$ cat src/rtl/scan_imem_loader.sv
// Scan-chain responder: deserializes a 64-bit header plus data words into IMEM writes, or streams IMEM words out on scan_out.
// Define SCAN_CHECKSUM_EN to drive scan_chk with a running XOR of every written word; otherwise scan_chk is 0.
module scan_imem_loader #(
    parameter int ADDR_W    = 32,
    parameter int ADDR_STEP = 4,
    parameter int COUNT_W   = 31
) (
    input  logic              clk,
    input  logic              Rst,
    input  logic              scan_en,
    input  logic              scan_in,
    output logic              scan_out,
    output logic              mem_we,
    output logic              mem_re,
    output logic [ADDR_W-1:0] mem_addr,
    output logic [31:0]       mem_wdata,
    input  logic [31:0]       mem_rdata,
    output logic              core_stall,
    output logic              busy,
    output logic [31:0]       scan_chk
);
    typedef enum logic [2:0] {IDLE, HDR, DATA_WR, RD_FETCH, RD_SHIFT, DONE} state_t;

    localparam logic [ADDR_W-1:0] STEP = ADDR_W'(ADDR_STEP);

    state_t             state, state_next;
    logic [5:0]         bit_cnt, bit_cnt_next;
    logic [62:0]        hdr, hdr_next;
    logic [30:0]        word, word_next;
    logic [30:0]        shreg, shreg_next;
    logic [COUNT_W-1:0] count, count_next;
    logic [ADDR_W-1:0]  addr, addr_next, mem_addr_next;
    logic [31:0]        mem_wdata_next;
    logic               scan_out_next, mem_we_next, mem_re_next;
    logic               busy_next, core_stall_next;

    // The bit arriving this cycle completes the header/word, so decisions use it directly.
    logic [63:0]        hdr_full;
    logic [31:0]        word_full;
    logic               hdr_op;
    logic [COUNT_W-1:0] hdr_n;
    logic [ADDR_W-1:0]  hdr_a;

    assign hdr_full  = {scan_in, hdr};
    assign word_full = {scan_in, word};
    assign hdr_op    = hdr_full[0];
    assign hdr_n     = hdr_full[1 +: COUNT_W];
    assign hdr_a     = hdr_full[32 +: ADDR_W];

    always_comb begin
        state_next     = state;
        bit_cnt_next   = bit_cnt;
        hdr_next       = hdr;
        word_next      = word;
        shreg_next     = shreg;
        count_next     = count;
        addr_next      = addr;
        mem_addr_next  = mem_addr;
        mem_wdata_next = mem_wdata;
        scan_out_next  = 1'b0;
        mem_we_next    = 1'b0;
        mem_re_next    = 1'b0;

        if (!scan_en) begin
            state_next   = IDLE;
            bit_cnt_next = '0;
        end else begin
            unique case (state)
                IDLE: begin
                    hdr_next     = hdr_full[63:1];
                    bit_cnt_next = 6'd1;
                    state_next   = HDR;
                end
                HDR: begin
                    hdr_next = hdr_full[63:1];
                    if (bit_cnt == 6'd63) begin
                        bit_cnt_next = '0;
                        count_next   = hdr_n;
                        addr_next    = hdr_a;
                        if (hdr_n == '0) begin
                            state_next = DONE;
                        end else if (hdr_op) begin
                            state_next = DATA_WR;
                        end else begin
                            state_next    = RD_FETCH;
                            mem_re_next   = 1'b1;
                            mem_addr_next = hdr_a;
                            addr_next     = hdr_a + STEP;
                        end
                    end else begin
                        bit_cnt_next = bit_cnt + 6'd1;
                    end
                end
                DATA_WR: begin
                    word_next = word_full[31:1];
                    if (bit_cnt == 6'd31) begin
                        mem_we_next    = 1'b1;
                        mem_addr_next  = addr;
                        mem_wdata_next = word_full;
                        addr_next      = addr + STEP;
                        count_next     = count - COUNT_W'(1);
                        bit_cnt_next   = '0;
                        if (count == COUNT_W'(1)) state_next = DONE;
                    end else begin
                        bit_cnt_next = bit_cnt + 6'd1;
                    end
                end
                RD_FETCH: begin
                    // First cycle: strobe is out. Second cycle: read data is valid and gets loaded.
                    if (bit_cnt == '0) begin
                        bit_cnt_next = 6'd1;
                    end else begin
                        shreg_next    = mem_rdata[31:1];
                        scan_out_next = mem_rdata[0];
                        bit_cnt_next  = '0;
                        state_next    = RD_SHIFT;
                    end
                end
                RD_SHIFT: begin
                    if (bit_cnt == 6'd31) begin
                        count_next   = count - COUNT_W'(1);
                        bit_cnt_next = '0;
                        if (count == COUNT_W'(1)) begin
                            state_next = DONE;
                        end else begin
                            shreg_next    = mem_rdata[31:1];
                            scan_out_next = mem_rdata[0];
                        end
                    end else begin
                        shreg_next    = {1'b0, shreg[30:1]};
                        scan_out_next = shreg[0];
                        bit_cnt_next  = bit_cnt + 6'd1;
                        // Prefetch so the next word's data lands exactly as bit 31 leaves.
                        if (bit_cnt == 6'd29 && count != COUNT_W'(1)) begin
                            mem_re_next   = 1'b1;
                            mem_addr_next = addr;
                            addr_next     = addr + STEP;
                        end
                    end
                end
                DONE:    state_next = DONE;
                default: state_next = IDLE;
            endcase
        end

        busy_next       = (state_next == HDR) || (state_next == DATA_WR) ||
                          (state_next == RD_FETCH) || (state_next == RD_SHIFT);
        core_stall_next = scan_en || (state_next != IDLE);
    end

    // NOTE: every register takes its next value with <=, so all of them update together at the edge.
    always_ff @(posedge clk or negedge Rst) begin
        if (!Rst) begin
            state      <= IDLE;
            bit_cnt    <= '0;
            hdr        <= '0;
            word       <= '0;
            shreg      <= '0;
            count      <= '0;
            addr       <= '0;
            mem_addr   <= '0;
            mem_wdata  <= '0;
            scan_out   <= 1'b0;
            mem_we     <= 1'b0;
            mem_re     <= 1'b0;
            busy       <= 1'b0;
            core_stall <= 1'b0;
        end else begin
            state      <= state_next;
            bit_cnt    <= bit_cnt_next;
            hdr        <= hdr_next;
            word       <= word_next;
            shreg      <= shreg_next;
            count      <= count_next;
            addr       <= addr_next;
            mem_addr   <= mem_addr_next;
            mem_wdata  <= mem_wdata_next;
            scan_out   <= scan_out_next;
            mem_we     <= mem_we_next;
            mem_re     <= mem_re_next;
            busy       <= busy_next;
            core_stall <= core_stall_next;
        end
    end

`ifdef SCAN_CHECKSUM_EN
    logic [31:0] chk;

    always_ff @(posedge clk or negedge Rst) begin
        if (!Rst) begin
            chk <= '0;
        end else if (state == IDLE && scan_en) begin
            chk <= '0;
        end else if (mem_we_next) begin
            chk <= chk ^ mem_wdata_next;
        end
    end

    assign scan_chk = chk;
`else
    assign scan_chk = '0;
`endif

endmodule
$ cat config.mk
export PLATFORM = sky130hd
export DESIGN_NAME = scan_imem_loader
export DESIGN_NICKNAME = d
export VERILOG_FILES = /design/src/rtl/scan_imem_loader.sv
export SDC_FILE = /design/constraint.sdc
export NUM_CORES = 1
export LEC_CHECK = 0
export BUFFER_PORTS_ARGS = -buffer_cell sky130_fd_sc_hd__buf_2
export CAP_MARGIN = 20
export CORE_MARGIN = 5
export CORE_UTILIZATION = 35
export CTS_BUF_LIST = sky130_fd_sc_hd__clkbuf_16
export DETAILED_ROUTE_END_ITERATION = 8
export GPL_ROUTABILITY_DRIVEN = 0
export MAX_ROUTING_LAYER = met4
export PLACE_DENSITY_LB_ADDON = 0.05
export SYNTH_ARGS = -nofsm -noshare
export SYNTH_HDL_FRONTEND = slang
export SYNTH_SLANG_ARGS = --single-unit
$ cat constraint.sdc
create_clock -name clk -period 6.71 [get_ports clk]
set_clock_uncertainty 0.05 [all_clocks]
set_input_delay 0.3355 -clock clk [delete_from_list [all_inputs] [get_ports clk]]
set_output_delay 0.3355 -clock clk [all_outputs]
set_load 0.05 [all_outputs]
==> flow_metrics.tcl <==
set metrics [dict create \
    grt-ovfl-total 0 \
    die_y_um 208 \
    path_clk_slew_ps 60 \
    grt_antenna_before_repair 0 \
    drt_wl_total_mm 36.5 \
    rows 72 \
    n_fill_cell 3887 \
    die_x_um 208 \
    grt_pass1_wl_mm 59.9 \
    slowest_delay_ps 1140 \
    crit_slowest_cell "or4_2" \
    synthToLayoutAreaGrowth_pct 13.7 \
    cp.arrival_ps 4080 \
    cp.depth 7 \
    seq_area_frac_synth_pct 48.3 \
    max_freq_mhz 272 \
    yosys_warnings 0 \
    r2r-start "bit_cnt[0]" \
    seq_area_um2 6660 \
    rsz0062_at_grt "no" \
    dpl_cell_area_um2 14700 \
    avgSynthCellArea_um2 10.0 \
    status "finished clean" \
    finalPower_uw 4500 \
    dp.cells 1924 \
    yosys_register_bits 266 \
    endpoint "shreg[0]" \
    cts.sinks 266 \
    diodes 0 \
    async_flop_share_pct 100 \
    rr_worst_depth 7 \
    start_util_pct 35.5 \
    dieArea_um2 43400 \
    period_share_pct 54.8 \
    clk_latency_ps 570 \
    ant_nets 0 \
    finalHoldViolations 0 \
    critPathRequiredTime_ps 7110 \
    finalCriticalPeriod_ps 3680 \
    endpoint_kind "flop" \
    cts.root.buffer_cell "clkbuf_16" \
    nets 1484 \
    r2r_slack_ps 3030 \
    fin_area_um2 15700 \
    vias 10544 \
    grt_pass1_vias 10515 \
    crit_fanout 31 \
    coreArea_um2 38800 \
    synth-edff-count 0 \
    port_buffers 104 \
    drcViolationCount 0 \
    worst_r2r_endpoint "shreg[0]" \
    ys_types 66 \
    postSynthCellCount 1373 \
    grtUsageTotal_pct 16.9 \
    netlist_top_cells_area "dfrtp_1, mux2_2, o21ai_0" \
    crit_start "bit_cnt[0]" \
    synth_area_um2 13800 \
    max_cap_viol_count 0 \
    layout-drive-gt1-share_pct 23.2 \
    grt_max_degree 140 \
    hpwl_mm 23.3 \
    wl_per_cell_um 18.4 \
    cts_tree "built" \
    final_util_pct 40.3 \
    first_pass_iters 6 \
    timing.slew.headroom_pct 29.6 \
    crit_type "reg2reg" \
    start_kind "flop" \
    viasPerCell 5.32 \
    worst_slew_pin_slew_ps 1060 \
    clock_path_buffers 3 \
    synth_ff_type "dfrtp_1" \
    final-instance-count-excl-fill 1981 \
    critPathBufInv 0 \
    ios 137 \
    slew_violations 0 \
    synth_largest_area_cell "dfrtp_1" \
    path_delay_family "simple AND/OR/NAND/NOR gates" \
    synth_top_cell_area_share_pct 48.3 \
    multi_input_area_um2 6540 \
    numCtsBuffers 31 \
    min_path_type "in2reg" \
    p_per_area_nw_per_um2 287 \
    setup_tns_ps 0 \
    cp_cell_sequence "ha_1 > and4_1 > nand3_1 > nor4_4 > o22ai_1 > or4_2 > mux2_1" \
    htreeDepth 1 \
    max-vdd-ir-drop_mv 0.231 \
    power_leakage_uw 0.00707 \
    drt_iter0_markers 493 \
    setup_viol_count_final 0 \
]
## worst min-delay path by stage
stage          slack, ps  depth (start not counted)     startpoint      endpoint
3_3_place_gp         280                          1            Rst  mem_addr[16]
2_1_floorplan        -10                          0            Rst       addr[0]
6_report              40                          4  mem_rdata[18]     shreg[17]
3_5_place_dp         270                          1            Rst  mem_addr[16]
4_1_cts               10                          4  mem_rdata[14]     shreg[13]
5_1_grt               30                          4  mem_rdata[21]     shreg[20]
## per-layer routing
metal  GRT usage [%]  part of all wire (%)
met2            27.1                    48
met5               -                     0
met4            3.85                   2.2
met1            23.0                    46
met3            2.58                   3.9
## per-stage QoR
| stage | setup slack (ps) | hold WS [ps] |
|---|---|---|
| detailed placement | 2970 | 274 |
| global placement | 3040 | 284 |
| global route | 2810 | 35.0 |
| finish | 3030 | 41.1 |
| floorplan | 3820 | -10.1 |
| CTS | 2950 | 11.5 |
## Yosys cell counts, types with 10 or more instances
cell / count
dfrtp_1: 266
nand2_1: 161
o21ai_0: 143
mux2_2: 124
a21oi_1: 84
clkbuf_1: 81
nor2_1: 73
buf_4: 32
nor3_1: 31
mux2_4: 29
nand3_1: 28
mux2i_1: 25
nor4_1: 23
inv_1: 21
nand4_1: 21
xnor2_1: 18
a31oi_1: 15
o22ai_1: 15
o2111ai_1: 13
or3_1: 12
a2bb2oi_1: 10
and3_1: 10
nor2b_1: 10
## logic make-up (layout without fill, tap and decap cells)
logic type	Yosys count	in the layout	synth area share [%]
adder cells (fa/ha/maj)	7	7	0.636
AO/OA/AOI/OAI	346	346	14.9
other	1	32	0.0272
multiplexers	179	179	15.2
AND/OR/NAND/NOR	410	410	14.5
buffers and inverters	145	204	5.24
flip-flops	266	266	48.3
XOR/XNOR	19	19	1.21
## flip-flops by register name (all words and copies together), names as in the netlist
name        cells
addr           32
bit_cnt         6
busy            1
core_stall      1
count          31
hdr            63
mem_addr       32
mem_re          1
mem_wdata      32
mem_we          1
scan_out        1
shreg          31
state           3
word           31
## layout make-up
type	count	share of cell area (%)
clock inverters	24	1.37
repair buffers	128	4.78
clock buffers	31	4.95
flip-flops and latches	266	42.5
inverters	21	0.503
well taps	518	4.14
multi-input cells	993	41.8
## timing repair
| item | in CTS | in global routing |
|---|---|---|
| setup buffers | 0 | 0 |
| endpoints found under the setup margin | 0 | 0 |
| gates resized for setup | 0 | 0 |
| endpoints found under the hold margin | 68 | 0 |
| hold buffers | 2 | 0 |
## placed cells by master, fill, tap and decap left out, types with 8 or more instances in the layout
cell | Yosys | routed
a21oi_1 | 84 | 83
a2bb2oi_1 | 10 | 10
a31oi_1 | 15 | 15
and2_1 | 9 | 8
and3_1 | 10 | 10
buf_2 | 1 | 103
buf_4 | 32 | 20
clkbuf_16 | 0 | 31
conb_1 | 1 | 32
dfrtp_1 | 266 | 266
inv_1 | 21 | 29
mux2_2 | 124 | 124
mux2_4 | 29 | 29
mux2i_1 | 25 | 25
nand2_1 | 161 | 161
nand3_1 | 28 | 28
nand4_1 | 21 | 21
nor2_1 | 73 | 73
nor2b_1 | 10 | 10
nor3_1 | 31 | 31
nor4_1 | 23 | 23
o2111ai_1 | 13 | 13
o211ai_1 | 9 | 9
o21ai_0 | 143 | 143
o22ai_1 | 15 | 14
or3_1 | 12 | 12
xnor2_1 | 18 | 18
## worst min-delay path, cell delays in order
cell	delay (ps)
buf_2	80
nand2_1	40
nand2_1	50
mux2_4	120
## power breakdown
| part | switching [uW] | total [uW] | internal [uW] |
|---|---|---|---|
| clock | 679 | 1660 | 984 |
| combinational | 481 | 811 | 331 |
| sequential | 245 | 2020 | 1780 |
No activity file was read; power rests on OpenSTA's default activity.
